<file path="config.mk">
export PLATFORM = sky130hd
export DESIGN_NAME = fsk_demodulator
export DESIGN_NICKNAME = d
export VERILOG_FILES = /design/src/rtl/fsk_demodulator.sv
export SDC_FILE = /design/constraint.sdc
export NUM_CORES = 1
export LEC_CHECK = 0
export CAP_MARGIN = 0
export CORE_MARGIN = 3
export CORE_UTILIZATION = 45
export CTS_CLUSTER_SIZE = 16
export DETAILED_ROUTE_END_ITERATION = 10
export GPL_TIMING_DRIVEN = 0
export MAX_ROUTING_LAYER = met4
export PLACE_DENSITY = 0.72
export SKIP_LAST_GASP = 1
export SYNTH_ARGS = -nofsm -noshare
export SYNTH_HDL_FRONTEND = slang
export SYNTH_SLANG_ARGS = --single-unit
</file>
<file path="constraint.sdc">
create_clock -name clk -period 3.58 [get_ports clk]
set_clock_uncertainty 0.2 [all_clocks]
set_input_delay 0.716 -clock clk [delete_from_list [all_inputs] [get_ports clk]]
set_output_delay 0.716 -clock clk [all_outputs]
set_load 0.01 [all_outputs]
</file>
<file path="src/rtl/fsk_demodulator.sv">
// rtl/fsk_demodulator.sv - square-wave FSK demodulator: half-period measurement, IDLE/ACQ/TRACK lock FSM
// Optional macro FSK_DEMOD_FILTER_EN: a classification must repeat before it is accepted.
module fsk_demodulator #(
   parameter int HALF_PERIOD_0 = 100,
   parameter int HALF_PERIOD_1 = 50,
   parameter int TOLERANCE     = 10,
   parameter int TIMEOUT       = 400,
   parameter int CNT_W         = 10
) (
   input  logic clk,
   input  logic rst,
   input  logic fsk_in,
   output logic data_out,
   output logic data_valid,
   output logic data_chg,
   output logic sym_err,
   output logic carrier_lost
);

   localparam logic [1:0] S_IDLE  = 2'd0;
   localparam logic [1:0] S_ACQ   = 2'd1;
   localparam logic [1:0] S_TRACK = 2'd2;

   localparam logic [CNT_W-1:0]        TIMEOUT_C = CNT_W'(TIMEOUT);
   localparam logic signed [CNT_W:0]   HP0_C     = (CNT_W+1)'(HALF_PERIOD_0);
   localparam logic signed [CNT_W:0]   HP1_C     = (CNT_W+1)'(HALF_PERIOD_1);
   localparam logic signed [CNT_W:0]   TOL_C     = (CNT_W+1)'(TOLERANCE);
   localparam logic signed [CNT_W:0]   ONE_C     = (CNT_W+1)'(1);

   logic             sync1, fsk_s, fsk_d;
   logic             edge_det;
   logic [CNT_W-1:0] cnt;
   logic [1:0]       state, state_nxt;
   logic             timeout;

   logic signed [CNT_W:0] meas, diff0, diff1, mag0, mag1;
   logic             is0, is1, cls_valid, cls_bit, qualified;
   logic             load_data, chg_pulse, err_pulse;

   assign edge_det = fsk_s ^ fsk_d;
   assign timeout  = (cnt == TIMEOUT_C) && !edge_det;

   // Measured half-period is cnt+1, evaluated one bit wider and signed so nothing wraps
   always_comb begin
      meas      = $signed({1'b0, cnt}) + ONE_C;
      diff0     = meas - HP0_C;
      diff1     = meas - HP1_C;
      mag0      = (diff0 < 0) ? -diff0 : diff0;
      mag1      = (diff1 < 0) ? -diff1 : diff1;
      is0       = (mag0 <= TOL_C);
      is1       = (mag1 <= TOL_C);
      cls_valid = is0 | is1;
      cls_bit   = !is0;
   end

`ifdef FSK_DEMOD_FILTER_EN
   logic hist_valid, hist_bit;
   assign qualified = cls_valid && hist_valid && (hist_bit == cls_bit);
`else
   assign qualified = cls_valid;
`endif

   always_comb begin
      state_nxt = state;
      load_data = 1'b0;
      chg_pulse = 1'b0;
      err_pulse = 1'b0;
      case (state)
         S_IDLE: begin
            if (edge_det) state_nxt = S_ACQ;
         end
         S_ACQ: begin
            if (edge_det) begin
               if (qualified) begin
                  load_data = 1'b1;
                  state_nxt = S_TRACK;
               end
            end else if (timeout) begin
               state_nxt = S_IDLE;
            end
         end
         S_TRACK: begin
            if (edge_det) begin
               if (qualified && (cls_bit != data_out)) begin
                  load_data = 1'b1;
                  chg_pulse = 1'b1;
               end else if (!cls_valid) begin
                  err_pulse = 1'b1;
               end
            end else if (timeout) begin
               state_nxt = S_IDLE;
            end
         end
         default: state_nxt = S_IDLE;
      endcase
   end

   always_ff @(posedge clk or posedge rst) begin
      if (rst) begin
         sync1        <= 1'b0;
         fsk_s        <= 1'b0;
         fsk_d        <= 1'b0;
         cnt          <= '0;
         state        <= S_IDLE;
         data_out     <= 1'b0;
         data_valid   <= 1'b0;
         data_chg     <= 1'b0;
         sym_err      <= 1'b0;
         carrier_lost <= 1'b1;
      end else begin
         sync1        <= fsk_in;
         fsk_s        <= sync1;
         fsk_d        <= fsk_s;
         if (edge_det)
            cnt <= '0;
         else if (cnt != TIMEOUT_C)
            cnt <= cnt + 1'b1;
         state        <= state_nxt;
         if (load_data)
            data_out <= cls_bit;
         data_chg     <= chg_pulse;
         sym_err      <= err_pulse;
         data_valid   <= (state_nxt == S_TRACK);
         carrier_lost <= (state_nxt == S_IDLE);
      end
   end

`ifdef FSK_DEMOD_FILTER_EN
   // History only lives while locked or acquiring; IDLE edges never classify
   always_ff @(posedge clk or posedge rst) begin
      if (rst) begin
         hist_valid <= 1'b0;
         hist_bit   <= 1'b0;
      end else if ((state == S_IDLE) || (state_nxt == S_IDLE)) begin
         hist_valid <= 1'b0;
         hist_bit   <= 1'b0;
      end else if (edge_det) begin
         hist_valid <= cls_valid;
         hist_bit   <= cls_bit;
      end
   end
`endif

endmodule

</file>
==> key figures <==
Status
  – Run status: finished, final reports clean

STA
  – Final Hold Vio Count: 0
  – Slew Limit Headroom: 31.5%
  – F_max: 0.289 GHz
  – TNS Setup: 0 ns
  – Max-slew violations: 0
  – Final setup fails: 0
  – Final hold slack: 0.157 ns
  – Crit path time final: 3.46 ns
  – Final critical-path share of the clock period: 96.6%
  – Worst-margin pin slew: 1.02 ns

Min path
  – Worst Hold Class: reg2reg
  – Hold Startpoint: sync1$_DFF_PP0_
  – Hold Path Sink: fsk_s$_DFF_PP0_
  – Hold path cells: 0

Synth
  – Dominant synthesized flop cell: dfrtp_1
  – Avg Inst Size Synth: 8.05 sq um
  – Syn nets: 275
  – Mapped Cells: 259
  – Largest area contributor in the netlist: dfrtp_1
  – Share of the synthesized area in the top cell type: 22.8%
  – Synth Register Bits: 20
  – Number of synthesized flops with an enable pin: 0
  – Synth area leaders: dfrtp_1, xnor2_1, ha_1, nand2_1, nor2_1
  – Most common library cells after synthesis: nand2_1, nor2_1, dfrtp_1, xnor2_1, inv_1
  – Register area share after synthesis: 24.1%
  – Synth async-reset ratio: 100%
  – Yosys warnings: 0
  – Cell area after synthesis: 0.00209 sq mm
  – Synth cell types: 57

Power and ir drop
  – Leak Pwr: 0.971 nW
  – Pwr Total: 0.000980 W
  – P per Cell Area: 394 mW/mm^2
  – Max VDD drop: 0.000282 V

Clock tree
  – CTS sink cnt: 20
  – CTS Hold Buffers Added: 0
  – CTS tree: done
  – Max Root-Sink Buffers: 2
  – CTS root buffer: clkbuf_8
  – Clk slew on worst S/H paths: 0.09 ns
  – Insertion delay to the later sink of the worst-skew pair: 0.27 ns
  – CTS Buf Count: 3
  – H-tree Lvls: 1

Die
  – Chip width: 74.1 um
  – Ports: 8
  – Initial Util: 47.3%
  – Die area: 0.00549 sq mm
  – Core area: 0.00441 sq mm
  – Row count: 24
  – Die span in y: 74.1 um

Final layout
  – Nets: 293
  – Antenna Cells: 0
  – Utilization after layout: 56.4%
  – Fraction of layout cells with a size suffix above 1: 20.7%
  – Area delta synth->final: 19.4%

Global route
  – Gr usage total: 22.2%
  – Grt ovf: 0
  – Met2 Use GR: 34.9%
  – Vias in the first global route: 1915
  – M3 GR Usage: 2.84%
  – First-pass GRT wire length: 9150 um
  – GR Util met1: 31.1%
  – Antenna violations before repair: 0
  – Busiest layer in global routing: met2
  – Pin count of the biggest net entering global routing: 21

Placement
  – Gpl congestion: 1.02
  – Port Buffers: 7
  – DP HPWL: 4000 um

Critical path
  – Worst Path Arrival: 3.47 ns
  – FF-to-FF setup slack: 0.12 ns
  – CP Max Fanout: 8
  – FF-to-FF End: data_chg$_DFF_PP0_
  – Startpoint types: flop
  – FF-to-FF path depth: 12
  – CP Capture Type: flop
  – Launch point of the critical path: cnt[0]$_DFFE_PP0N_
  – Setup Crit Path Kind: reg2reg
  – R2r startpoint: cnt[0]$_DFFE_PP0N_
  – Required @ worst endpoint: 3.59 ns

Detailed routing
  – Post-route ant nets: 0
  – Vias per cell: 6.11
  – Drt first-iter violations: 153
  – # DRC: 0
  – Avg WL per Cell: 17.1 um
  – Final wirelength: 5610 um
  – Routed vias: 2003
  – DRT Pass-1 Iters: 4

Flow run
  – Max_cap viols: 0
-- power by group --
| part | internal [W] | total [W] | leakage [nW] | switching [W] |
|---|---|---|---|---|
| combinational | 0.000209 | 0.000470 | 0.673 | 0.000262 |
| clock | 0.000150 | 0.000237 | 0.0357 | 0.0000871 |
| sequential | 0.000254 | 0.000273 | 0.263 | 0.0000193 |
| total | 0.000612 | 0.000980 | 0.971 | 0.000368 |
-- routing by layer --
metal  up-vias  part of all wire (%)
li1        968                     -
met1       975                    47
met2        54                    48
met3         6                   4.6
met4         0                  0.78
met5         -                     0
-- worst max-delay path by stage --
stage | slack (ns) | endpoint
after global routing | -0.03 | data_valid$_DFF_PP0_
after CTS | 0.008 | data_chg$_DFF_PP0_
after detailed placement | -0.46 | data_chg$_DFF_PP0_
final | 0.12 | data_chg$_DFF_PP0_
after global placement | -0.41 | data_chg$_DFF_PP0_
after floorplan | 0.02 | data_chg$_DFF_PP0_
-- cell families after synthesis --
kind of cell	share of synthesized area, %
AOI/OAI and AO/OA	21.8
xor gates and xnor gates	10.9
adders and majority gates	7.80
buffers and inverters	5.70
DFF	24.1
muxes	0.960
and+or+nand+nor	28.8
-- registers in the layout (all words and copies together), names as in the netlist --
register,cells
cnt,10
sym_err,1
carrier_lost,1
data_valid,1
data_out,1
state,2
data_chg,1
fsk_d,1
fsk_s,1
sync1,1
-- placed cells by master (no fill, tap or decap), types with 3 or more instances in the layout --
cell type	Yosys	final
or3_1	4	3
nand3_2	0	4
nor2_1	24	22
o21a_1	4	4
inv_1	15	14
a21oi_1	12	12
nand3b_1	4	4
o21ai_0	9	8
a31oi_1	3	3
nand2_1	24	24
dfrtp_1	19	18
buf_4	2	9
clkdlybuf4s50_1	0	7
xnor2_1	19	18
clkbuf_8	0	3
or2_2	3	3
xor2_1	7	5
ha_1	13	10
nor4_1	4	3
and2_1	4	4
o22ai_1	4	3
buf_2	8	4
or4_1	7	7
nand4_1	5	5
o31ai_1	4	3
a32oi_1	3	3
nor3_1	6	6
buf_6	0	4
nand3_1	9	5
-- stage by stage --
stage / setup slack [ns] / instance area (sq um) / std cells
finish: 0.121 / 2490 / 328
global route: -0.0272 / 2490 / 328
CTS: 0.00792 / 2350 / 325
detailed placement: -0.460 / 2230 / 318
global placement: -0.414 / 2230 / 318
floorplan: 0.0196 / 2090 / 259
-- what timing repair did --
item / in CTS / in global routing
endpoints found under the setup margin: 7 / 7
buffers inserted: 4 / 3
pin swaps: 4 / 6
gates resized for setup: 9 / 28
-- critical path, stage by stage, from the launching register on --
cell,delay (ns)
dfrtp_2,0.44
ha_1,0.18
buf_6,0.13
inv_1,0.06
or4_1,0.54
o311a_4,0.18
o31a_4,0.38
o21ba_2,0.22
xnor2_1,0.12
o21a_1,0.22
nor3_4,0.21
or3b_4,0.40
a21oi_2,0.12
-- area by class of cell --
| type | instances | area, sq um |
|---|---|---|
| Buffer | 11 | 83.8 |
| Clock inverter | 1 | 30.0 |
| Sequential cell | 20 | 503 |
| Multi-Input combinational cell | 212 | 1590 |
| Inverter | 15 | 58.8 |
| Timing Repair Buffer | 14 | 123 |
| Tap cell | 52 | 65.1 |
| Fill cell | 396 | 1920 |
| Clock buffer | 3 | 41.3 |
No activity file was read; power rests on OpenSTA's default activity.
